## src/rtl/vram_fetch.sv

```systemverilog
// -----------------------------------------------------------------------------
// vram_fetch
//
// Burst reader that pulls a run of consecutive 32-bit words out of VRAM
// through the arbiter's read port and queues them in a small
// first-word-fall-through FIFO for a downstream consumer.
//
// A burst is armed in IDLE by a one-cycle start pulse that latches the base
// address and the word count (0 encodes 256). While FETCH is active the block
// keeps at most one read request outstanding. It re-presents a request the
// arbiter did not grant, and it stops issuing when the FIFO could overflow.
//
// Ports
//   clk         single clock, all state on the rising edge
//   rst         synchronous, active-high reset
//   start       one-cycle burst request (ignored while a burst is running)
//   base_addr   first VRAM word address, sampled with start
//   word_count  number of words, sampled with start; 0 means 256
//   busy        burst in progress (state == FETCH)
//   done        one-cycle pulse in the cycle after the last grant
//   bus_addr    word address of the current read request
//   bus_strobe  read request to the arbiter
//   bus_ack     registered grant, high the cycle after a granted request
//   bus_rddata  read data, valid in the bus_ack cycle
//   rd_data     FIFO head word (valid while rd_valid)
//   rd_valid    FIFO not empty
//   rd_en       consumer pop, ignored while rd_valid is low
// -----------------------------------------------------------------------------
module vram_fetch #(
  parameter int FIFO_DEPTH = 8
) (
  input  logic        clk,
  input  logic        rst,
  input  logic        start,
  input  logic [14:0] base_addr,
  input  logic [7:0]  word_count,
  output logic        busy,
  output logic        done,
  output logic [14:0] bus_addr,
  output logic        bus_strobe,
  input  logic        bus_ack,
  input  logic [31:0] bus_rddata,
  output logic [31:0] rd_data,
  output logic        rd_valid,
  input  logic        rd_en
);

  localparam int PTR_W  = $clog2(FIFO_DEPTH);
  localparam int CNT_W  = PTR_W + 1;
  localparam int FILL_W = CNT_W + 1;
  // Highest FIFO occupancy (after this cycle's push) at which another
  // request may still be issued. The request in flight then fills the last slot.
  localparam logic [FILL_W-1:0] FILL_LIMIT = FILL_W'(FIFO_DEPTH - 1);

  typedef enum logic [0:0] {
    ST_IDLE  = 1'b0,
    ST_FETCH = 1'b1
  } state_t;

  state_t              state_r;
  state_t              state_s;
  logic [14:0]         req_addr_r;
  logic [8:0]          issue_left_r;
  logic [8:0]          recv_left_r;
  logic                done_r;
  logic [31:0]         mem_r [FIFO_DEPTH];
  logic [PTR_W-1:0]    wr_ptr_r;
  logic [PTR_W-1:0]    rd_ptr_r;
  logic [CNT_W-1:0]    fifo_count_r;

  logic                accept_ack_s;
  logic                last_ack_s;
  logic                push_s;
  logic                pop_s;
  logic                issue_pending_s;
  logic                fifo_room_s;
  logic [FILL_W-1:0]   fill_s;
  logic [8:0]          burst_len_s;

  // 15-bit word-address increment; wraps 0x7FFF -> 0x0000.
  function automatic logic [14:0] addr_inc(input logic [14:0] a);
    return a + 15'd1;
  endfunction

  // Grant qualification, FIFO handshakes and issue throttling.
  always_comb begin
    accept_ack_s    = 1'b0;
    last_ack_s      = 1'b0;
    push_s          = 1'b0;
    pop_s           = 1'b0;
    issue_pending_s = 1'b0;
    fifo_room_s     = 1'b0;
    fill_s          = {FILL_W{1'b0}};
    burst_len_s     = 9'd0;

    // Grants outside FETCH (e.g. the one trailing a reset) are dropped.
    accept_ack_s = (state_r == ST_FETCH) && bus_ack;
    last_ack_s   = accept_ack_s && (recv_left_r == 9'd1);
    push_s       = accept_ack_s;
    pop_s        = rd_en && (fifo_count_r != {CNT_W{1'b0}});

    // The grant arriving this cycle retires one pending word before the
    // next request is considered, which lets requests go out back to back.
    issue_pending_s = (issue_left_r > {8'd0, accept_ack_s});
    fill_s          = {1'b0, fifo_count_r} + {{CNT_W{1'b0}}, accept_ack_s};
    fifo_room_s     = (fill_s <= FILL_LIMIT);

    if (word_count == 8'd0) begin
      burst_len_s = 9'd256;
    end else begin
      burst_len_s = {1'b0, word_count};
    end
  end

  // Next-state logic for the IDLE/FETCH controller.
  always_comb begin
    state_s = state_r;
    case (state_r)
      ST_IDLE: begin
        if (start) begin
          state_s = ST_FETCH;
        end else begin
          state_s = ST_IDLE;
        end
      end
      ST_FETCH: begin
        if (last_ack_s) begin
          state_s = ST_IDLE;
        end else begin
          state_s = ST_FETCH;
        end
      end
      default: begin
        state_s = ST_IDLE;
      end
    endcase
  end

  // State register.
  always_ff @(posedge clk) begin
    if (rst) begin
      state_r <= ST_IDLE;
    end else begin
      state_r <= state_s;
    end
  end

  // Burst address, outstanding-word counters and the done pulse.
  always_ff @(posedge clk) begin
    if (rst) begin
      req_addr_r   <= 15'd0;
      issue_left_r <= 9'd0;
      recv_left_r  <= 9'd0;
      done_r       <= 1'b0;
    end else begin
      done_r <= last_ack_s;
      if ((state_r == ST_IDLE) && start) begin
        req_addr_r   <= base_addr;
        issue_left_r <= burst_len_s;
        recv_left_r  <= burst_len_s;
      end else if (accept_ack_s) begin
        req_addr_r   <= addr_inc(req_addr_r);
        issue_left_r <= issue_left_r - 9'd1;
        recv_left_r  <= recv_left_r - 9'd1;
      end
    end
  end

  // FIFO pointers and occupancy; a simultaneous push and pop leaves the count unchanged.
  always_ff @(posedge clk) begin
    if (rst) begin
      wr_ptr_r     <= {PTR_W{1'b0}};
      rd_ptr_r     <= {PTR_W{1'b0}};
      fifo_count_r <= {CNT_W{1'b0}};
    end else begin
      if (push_s) begin
        wr_ptr_r <= wr_ptr_r + PTR_W'(1);
      end
      if (pop_s) begin
        rd_ptr_r <= rd_ptr_r + PTR_W'(1);
      end
      case ({push_s, pop_s})
        2'b10:   fifo_count_r <= fifo_count_r + CNT_W'(1);
        2'b01:   fifo_count_r <= fifo_count_r - CNT_W'(1);
        default: fifo_count_r <= fifo_count_r;
      endcase
    end
  end

  // FIFO storage. Contents need no reset because the count gates visibility.
  always_ff @(posedge clk) begin
    if (!rst && push_s) begin
      mem_r[wr_ptr_r] <= bus_rddata;
    end
  end

  // Output drive. bus_addr looks one word ahead in a grant cycle so that the
  // next request follows without a bubble.
  always_comb begin
    busy       = (state_r == ST_FETCH);
    done       = done_r;
    bus_strobe = (state_r == ST_FETCH) && issue_pending_s && fifo_room_s;
    rd_data    = mem_r[rd_ptr_r];
    rd_valid   = (fifo_count_r != {CNT_W{1'b0}});
    if (bus_ack) begin
      bus_addr = addr_inc(req_addr_r);
    end else begin
      bus_addr = req_addr_r;
    end
  end

endmodule

```

## config.mk

```make
export PLATFORM = sky130hd
export DESIGN_NAME = vram_fetch
export DESIGN_NICKNAME = d
export VERILOG_FILES = /design/src/rtl/vram_fetch.sv
export SDC_FILE = /design/constraint.sdc
export NUM_CORES = 1
export LEC_CHECK = 0
export ABC_AREA = 1
export CAP_MARGIN = 20
export CELL_PAD_IN_SITES_DETAIL_PLACEMENT = 1
export CELL_PAD_IN_SITES_GLOBAL_PLACEMENT = 1
export CORE_MARGIN = 3
export CORE_UTILIZATION = 46
export DETAILED_ROUTE_END_ITERATION = 16
export GPL_ROUTABILITY_DRIVEN = 0
export HOLD_SLACK_MARGIN = 0.05
export PLACE_DENSITY_LB_ADDON = 0.25
export SETUP_SLACK_MARGIN = 0.15
export SLEW_MARGIN = 40
export SYNTH_ARGS = -nofsm -noshare
export SYNTH_HDL_FRONTEND = slang
export SYNTH_SLANG_ARGS = --single-unit
```

## constraint.sdc

```tcl
create_clock -name clk -period 5.9 [get_ports clk]
set_input_delay 1.18 -clock clk [delete_from_list [all_inputs] [get_ports clk]]
set_output_delay 1.18 -clock clk [all_outputs]
set_load 0.05 [all_outputs]
```

# == Word level (Yosys, flattened, before mapping) ==
# Memories as Yosys holds them, arrays and structs flattened. A register that Yosys moved wholly into a read port is not among the register bits.
# Index checks and enable logic that the tools add are counted.
# op_classes
addsub,8
bitwise_logic,1
n_reduce_logical,12
n_mux,16
magnitude_cmp,2
eq_ne,3
# ops
op,n
15-bit 2-to-1 mux,3
9-bit 2-to-1 mux,5
"9-bit by 1-bit subtractor with 9-bit output, second input constant",2
"15-bit by 1-bit adder with 15-bit output, second input constant",1
"9-bit by 1-bit equality test with 1-bit output, second input constant",1
9-bit by 1-bit > comparator with 1-bit output,1
8-bit zero test,1
4-bit one-hot mux with 2 select lines,1
1-bit logical AND,7
"3-bit by 1-bit adder with 3-bit output, second input constant",2
3-bit 2-to-1 mux,2
4-bit by 1-bit adder with 5-bit output,1
"5-bit by 3-bit less-or-equal comparator with 1-bit output, second input constant",1
"4-bit by 1-bit adder with 4-bit output, second input constant",1
1-bit 2-to-1 mux,4
2-bit nonzero test,2
4-bit nonzero test,1
"4-bit by 1-bit subtractor with 4-bit output, second input constant",1
"2-bit by 1-bit equality test with 1-bit output, second input constant",1
"2-bit equality test, second input constant",1
1-bit one-hot mux with 2 select lines,1
1-bit zero test,1
1-bit NOT,1
# word_totals
n_memories,1
output_inout_bits,51
word_cells,51
ramBits,256
ff_bits,45
in_bits,60
# mem_list
name,words,width,rd,rd_ports_with_merged_regs,wr,line,source
mem_r,8,32,1,1,1,66,logic [31:0] mem_r [FIFO_DEPTH];

# == Logic depth before layout (Yosys ltp) ==
# Gate-level depths: netlist (run 1).
# logic_depth
depth_word,4
ltp_mapped,15
ltp_nobuf,15

# == Worst setup path before layout (run 1) ==
# No wires, ideal clock.
# synth_timing
path_kind,input-to-reg
startpoint,input port bus_ack
endpoint,"memory mem_r[0][0], enable pin"
arrival_ps,4008
slack_ps,1431
setup_time_ps,461
n_path_buf,2
required_time_ps,5439
path_stages,6
cell_sequence,buf_4 nand2_4 buf_2 nor2_1 inv_1 nor3_1
# synth_between
elab_chain_cells,4
# synth_rtl
element,line,source
from (decl),41,"input logic bus_ack,"
1-bit logical AND,97,accept_ack_s = (state_r == ST_FETCH) && bus_ack;
1-bit logical AND,192,if (!rst && push_s) begin
1-bit 2-to-1 mux,192,
1-bit 2-to-1 mux (implied by the code),193,mem_r[wr_ptr_r] <= bus_rddata;
to (decl),66,
# Every way passes these cells.

# == Worst setup path in the final report (run 1) ==
# layout_timing
startpoint,input port bus_ack
endpoint,output port bus_strobe
# layout_between
elab_chain_cells,4
word_cells_on_any_way,6
cone_classes,1 x add/sub; 2 x order compare; 3 x reduce/logical
# layout_rtl
element,line,source
1-bit logical AND *,97,
4-bit by 1-bit adder with 5-bit output or 9-bit by 1-bit > comparator with 1-bit output (tied branches),"105, 104",
5-bit by 3-bit less-or-equal comparator with 1-bit output or 1-bit logical AND (tied branches),"106, 202",
1-bit logical AND *,202,bus_strobe = (state_r == ST_FETCH) && issue_pending_s && fifo_room_s;
to (decl),40,"output logic bus_strobe,"
# Mark *: on every way between the ends. The rest lies on a longest branch, timed or not.

==> results of run 1 <==
-- power groups by stage --
stage	Clock, µW	Combinational (µW)	Sequential (µW)
after CTS	1980	2140	2500
after global placement	0	2060	2540
after floorplan	0	1540	2460
after detailed placement	0	2130	2540
after global routing	2080	2360	2470
final	1960	2170	2470
-- critical path, delay by kind of cell --
family	cells	cell delay (ps)
buf+inv	3	1540
simple gates	4	620
compound gates	2	220
-- synthesized netlist by cell type --
cell type / number / area (µm²)
nor2_1: 260 / 976
edfxtp_1: 256 / 7690
o21ai_0: 168 / 841
nand2_1: 114 / 428
inv_1: 61 / 229
dfxtp_1: 48 / 961
a31oi_1: 43 / 269
nand3_1: 36 / 180
a21oi_1: 33 / 165
o22ai_1: 33 / 206
clkbuf_1: 23 / 86.3
buf_2: 20 / 100
nor2_2: 10 / 62.6
ha_1: 9 / 113
buf_6: 8 / 90.1
nand4_1: 8 / 50.1
inv_2: 7 / 26.3
nor3_1: 7 / 35.0
buf_1: 5 / 18.8
o21ai_1: 5 / 25.0
xor2_1: 5 / 43.8
buf_4: 4 / 30.0
nand2_4: 3 / 33.8
a211oi_2: 2 / 25.0
and2_1: 2 / 12.5
buf_8: 2 / 30.0
nand3b_1: 2 / 15.0
nor2_4: 2 / 22.5
or2_2: 2 / 12.5
xnor2_1: 2 / 17.5
xor2_2: 2 / 32.5
a21oi_2: 1 / 8.76
a221oi_1: 1 / 8.76
a221oi_2: 1 / 15.0
clkbuf_2: 1 / 5.00
nand2_2: 1 / 6.26
nand3_2: 1 / 10.0
o211ai_1: 1 / 7.51
o21a_1: 1 / 7.51
o221ai_1: 1 / 8.76
-- worst min-delay path by stage --
stage / slack, ps / to / from / depth (start not counted)
after global routing: 510 / rd_ptr_r[2] / rd_ptr_r[2] / 2
after floorplan: 430 / register / rd_ptr_r[2] / 2
after CTS: 470 / issue_left_r[7] / issue_left_r[7] / 2
after detailed placement: 460 / issue_left_r[7] / issue_left_r[7] / 2
after global placement: 450 / issue_left_r[7] / issue_left_r[7] / 2
final: 470 / issue_left_r[7] / issue_left_r[7] / 2
-- per-stage QoR --
step | instance area, µm² | hold slack (ps) | power (µW) | worst slack (ps) | util
final | 15400 | 465 | 6600 | 1150 | 0.564
after global routing | 15400 | 506 | 6920 | 956 | 0.564
after CTS | 15300 | 465 | 6620 | 964 | 0.563
after detailed placement | 14300 | 458 | 4670 | 1110 | 0.526
after global placement | 14300 | 448 | 4600 | 1160 | 0.525
after floorplan | 12900 | 433 | 4000 | 1430 | -
-- layout make-up --
| class | instances | area (µm²) |
|---|---|---|
| diodes | 1 | 2.50 |
| clock buffers | 39 | 825 |
| clock inverters | 17 | 193 |
| fillers | 2903 | 11900 |
| inverters | 68 | 259 |
| multi-input cells | 756 | 3690 |
| flip-flops and latches | 304 | 8650 |
| well taps | 372 | 465 |
| repair buffers | 129 | 1270 |
-- logic make-up after synthesis --
group	count (synthesis)
AO/OA/AOI/OAI	290
XOR/XNOR	9
adder cells (fa/ha/maj)	9
buffers and inverters	131
flip-flops	304
AND/OR/NAND/NOR	448
-- registers in the layout, indices dropped and copies added (netlist names), named ones only --
register      flops
mem_r           256
req_addr_r       15
issue_left_r      9
recv_left_r       9
fifo_count_r      4
rd_ptr_r          3
wr_ptr_r          3
busy              1
done              1
-- metal layers --
layer,global-route usage,part of all wire
met1,0.280,0.43
met5,0,0
met2,0.400,0.51
met3,0.0381,0.051
met4,0.0490,0.014
-- cells in the final DEF (no fill, tap or decap), drive strengths merged, types with 7 or more instances in the layout --
| cell type | n |
|---|---|
| a21oi | 34 |
| a31oi | 43 |
| buf | 19 |
| clkbuf | 39 |
| clkdlybuf4s50 | 110 |
| clkinv | 13 |
| dfxtp | 48 |
| edfxtp | 256 |
| ha | 9 |
| inv | 67 |
| nand2 | 118 |
| nand3 | 37 |
| nand4 | 8 |
| nor2 | 272 |
| nor3 | 7 |
| o21ai | 173 |
| o22ai | 33 |
| xor2 | 7 |
==> metrics, run 1 <==
status=finished, final reports clean; first-pass GRT wire length=54000 µm; CP peak stage delay=820 ps; # Max-Cap Violations=0; post-synthesis compound-gate area fraction=0.123; mux cell area share after synthesis=0; Critical Path Sink Type=output pin; critical path data arrival time=3570 ps; Mean Syn Cell Area=10.8 µm²; Sequential Power Share=0.374; placed cells=1628; Synth Area in Adders=0.00873; Peak supply drop=0.000243 V; Tcrit/Tclk final=0.805; largest family of logic cells by synthesized area=simple AND/OR/NAND/NOR gates; die height=173 µm; share of layout cells above drive strength 1=0.0815; CTS sink cnt=304; Pwr Density=429 nW/µm²; Syn Inst Count=1191; Data required, critical path=4720 ps; Net Sw Power=2380 µW; Syn-to-layout area delta=19.1%; Initial Util=0.473; Vias/cell=5.49; Vias=9264; Post-DP HPWL=20000 µm; #FFs+latches synth=304; Final setup violation count=0; R2R setup slack=3420 ps; Die ar.=30100 µm²; die width=173 µm; Distinct cells, synth=40; num ports=111; Combinational Power Share=0.330; P_leak=0.00528 µW; clock power share=0.296; Longest Clk Path Bufs=3; fin. max-slew vios=0; H-tree depth=1; Critical-path top delay cell=clkdlybuf4s50_1; core area=27300 µm²; Non-Filler Instances=1686; vias in the first global route=10200; min Tclk post-route=4750 ps; Reg2Reg Depth=5; GRT Resource Usage Total=0.222; IO Port Bufs=110; Max Fclk=211 MHz; initial antenna violation count=0; routed len/inst=20.0 µm; Fin. Hold Viols=0; Routed WL=33700 µm; Clock Skew=8.54 ps; pin count of the biggest net entering global routing=83; Post CTS Setup Buffer Count=0; post-synthesis simple-gate area fraction=0.143; switching portion of total power=0.362; Worst Tran Pin Value=830 ps; Seq/Total Area, Yosys=0.670; grt ovf=0; Worst Setup EP=bus_strobe; relative slew slack=0.447; cell-internal power=4210 µW; WS Path Type=input port to output pin; FP Rows=60; RSZ-0062 raised after global routing=false; CP startpoint=bus_ack; r2r endpoint=mem_r[5][23]; Num CTS Buffers=30; # DRC=0; CP Launch Type=input port; cts hold-fix bufs=0; Antenna Violating Nets Remaining=0; synthesized net count=1260; critical-path cell list=clkdlybuf4s50_1 -> buf_4 -> nand2_4 -> nor2_1 -> nand3_1 -> a21oi_1 -> o21ai_0 -> nor2_1 -> clkdlybuf4s50_1; post-CTS sizing=0; drt initial violations=672; Fin Setup TNS=0 ps; xor/xnor share of the synthesized area=0.00727; Worst Hold Class=register to register; Post-Syn Area=12900 µm²; CTS root buffer=clkbuf_16; Clock transition at path regs=60 ps; CP max FO=26; TritonRoute pass-1 iters=5; NumNets Final=1358; worst r2r src=busy; Ys Warns=0; Clock Latency Late Sink=550 ps; CTS tree=done
(Power assumes the default switching activity.)
==> run 2: changes to the inputs <==
Settings changed: CORE_UTILIZATION 46 to 42.
Clock period 5.9 ns to 4.35 ns, I/O delays scaled along.
==> metrics, run 2 (same netlist as run 1, synthesis figures left out) <==
CTS root buffer=clkbuf_16; P_leak=0.00535 µW (+1.3%); NumNets Final=1368 (+0.74%); top layer in use=met4; first-pass GRT wire length=54200 µm (+0.29%); initial antenna violation count=0 (unchanged); core area=30000 µm² (+9.9%); worst r2r src=busy; Initial Util=0.431 (-0.0427); GRT Resource Usage Total=0.204 (-0.0178); Longest Clk Path Bufs=3 (unchanged); Worst Hold Class=register to register; min Tclk post-route=3980 ps; # Max-Cap Violations=0 (unchanged); Fin. Hold Viols=0 (unchanged); Fin Setup TNS=0 ps (unchanged); drt initial violations=476 (-29%); H-tree depth=1 (unchanged); WS Path Type=register to output pin; FP Rows=63 (+5.0%); critical path data arrival time=3110 ps (-460 ps); Post-DP HPWL=20300 µm (+1.4%); Pwr Density=580 nW/µm² (+35%); die height=181 µm (+4.5%); Clock transition at path regs=60 ps (about the same); CP Launch Type=register; Final setup violation count=0 (unchanged); relative slew slack=0.514 (+0.0675); fin. max-slew vios=0 (unchanged); Met3 Routed Length=1660 µm (-3.9%); Num CTS Buffers=31 (+3.3%); Vias/cell=5.40 (-1.6%); Vias=9263 (-0.011%); Met1 Wirelength=14600 µm (+1.4%); IO Port Bufs=110 (unchanged); Worst Tran Pin Value=728 ps (-102 ps); status=finished, final reports clean; top flop regs=mem_r: 256 flops, req_addr_r: 15 flops; vias in the first global route=10100 (-0.99%); Antenna Violating Nets Remaining=0 (unchanged); Clock Skew=25.7 ps (+17.2 ps); TritonRoute pass-1 iters=7 (+2); Clock Latency Late Sink=580 ps (+30 ps); Peak supply drop=0.000290 V (+19%); CTS tree=done; met2 wire length=16900 µm (-1.1%); Max Fclk=252 MHz; Syn-to-layout area delta=20.3%; Antenna diodes=0 (-1); commonest non-fill, non-tap cells in the layout=nor2_1 (256), edfxtp_1 (256), o21ai_0 (168); # DRC=0 (unchanged); CTS sink cnt=304 (unchanged); Hold Slack=468 ps (+2.37 ps); grt ovf=0 (unchanged); worst hold start=issue_left_r[7]; num ports=111 (unchanged); share of layout cells above drive strength 1=0.0921 (+0.0107); pin count of the biggest net entering global routing=129 (+55%); Routed WL=33800 µm (+0.40%); die width=181 µm (+4.5%); largest register by flop count=mem_r; Fillers=3229 (+11%); routed len/inst=19.7 µm (-1.2%); Critical Path Sink Type=output pin; Non-Filler Instances=1714 (+1.7%); Tcrit/Tclk final=0.914; placed cells=1656 (+1.7%); Data required, critical path=3480 ps (-1240 ps); CP max FO=31 (+19%); Die ar.=32900 µm² (+9.2%); RSZ-0062 raised after global routing=false; Largest register FFs=256 (unchanged)
run 2: path summary, 6_finish.rpt:
path | to | cells after the start | slack, ps
min reg2reg | issue_left_r[7] | 2 | 470
max | rd_data[13] | 7 | 370
max reg2reg | mem_r[5][1] | 5 | 2130
min | issue_left_r[7] | 2 | 470
run 2: worst max-delay path, stage by stage (launching register included):
cell,delay (ps)
dfxtp_2,330
inv_2,520
buf_4,280
o21ai_0,100
o22ai_1,180
nor2_1,60
a31oi_1,190
clkdlybuf4s50_1,870
run 2: power by group:
group	internal [µW]	switching [µW]	leakage, µW
Sequential	3230	65.9	0.00270
Combinational	952	2070	0.00214
Clock	1550	1130	0.000509
run 2: layout make-up:
type / count / area, µm² / area share
sequential: 304 / 8650 / 0.558
clock buffer: 39 / 836 / 0.0539
clock inverter: 19 / 195 / 0.0126
tap: 390 / 488 / 0.0314
multi-input combinational: 756 / 3690 / 0.238
inverter: 68 / 258 / 0.0166
timing repair buffer: 138 / 1400 / 0.0902
run 2: repair_timing:
item	4_1_cts	5_1_grt
buffers inserted	0	0
resized for setup	0	1
setup endpoints to repair	0	7
hold buffers	0	0
run 2: stage by stage:
stage | cell area, µm² | worst slack (ps) | power (µW) | util
finish | 15500 | 374 | 9000 | 0.518
detailed placement | 14500 | 703 | 6390 | 0.484
global route | 15500 | 208 | 9470 | 0.518
global placement | 14500 | 763 | 6330 | 0.484
CTS | 15500 | 205 | 9090 | 0.518
floorplan | 12900 | 191 | 5430 | -
run 2: metal layers:
| layer | global-route usage | vias up |
|---|---|---|
| met4 | 0.0478 | 0 |
| li1 | - | 4409 |
| met2 | 0.361 | 180 |
| met1 | 0.260 | 4619 |
| met3 | 0.0393 | 55 |
| met5 | 0 | - |
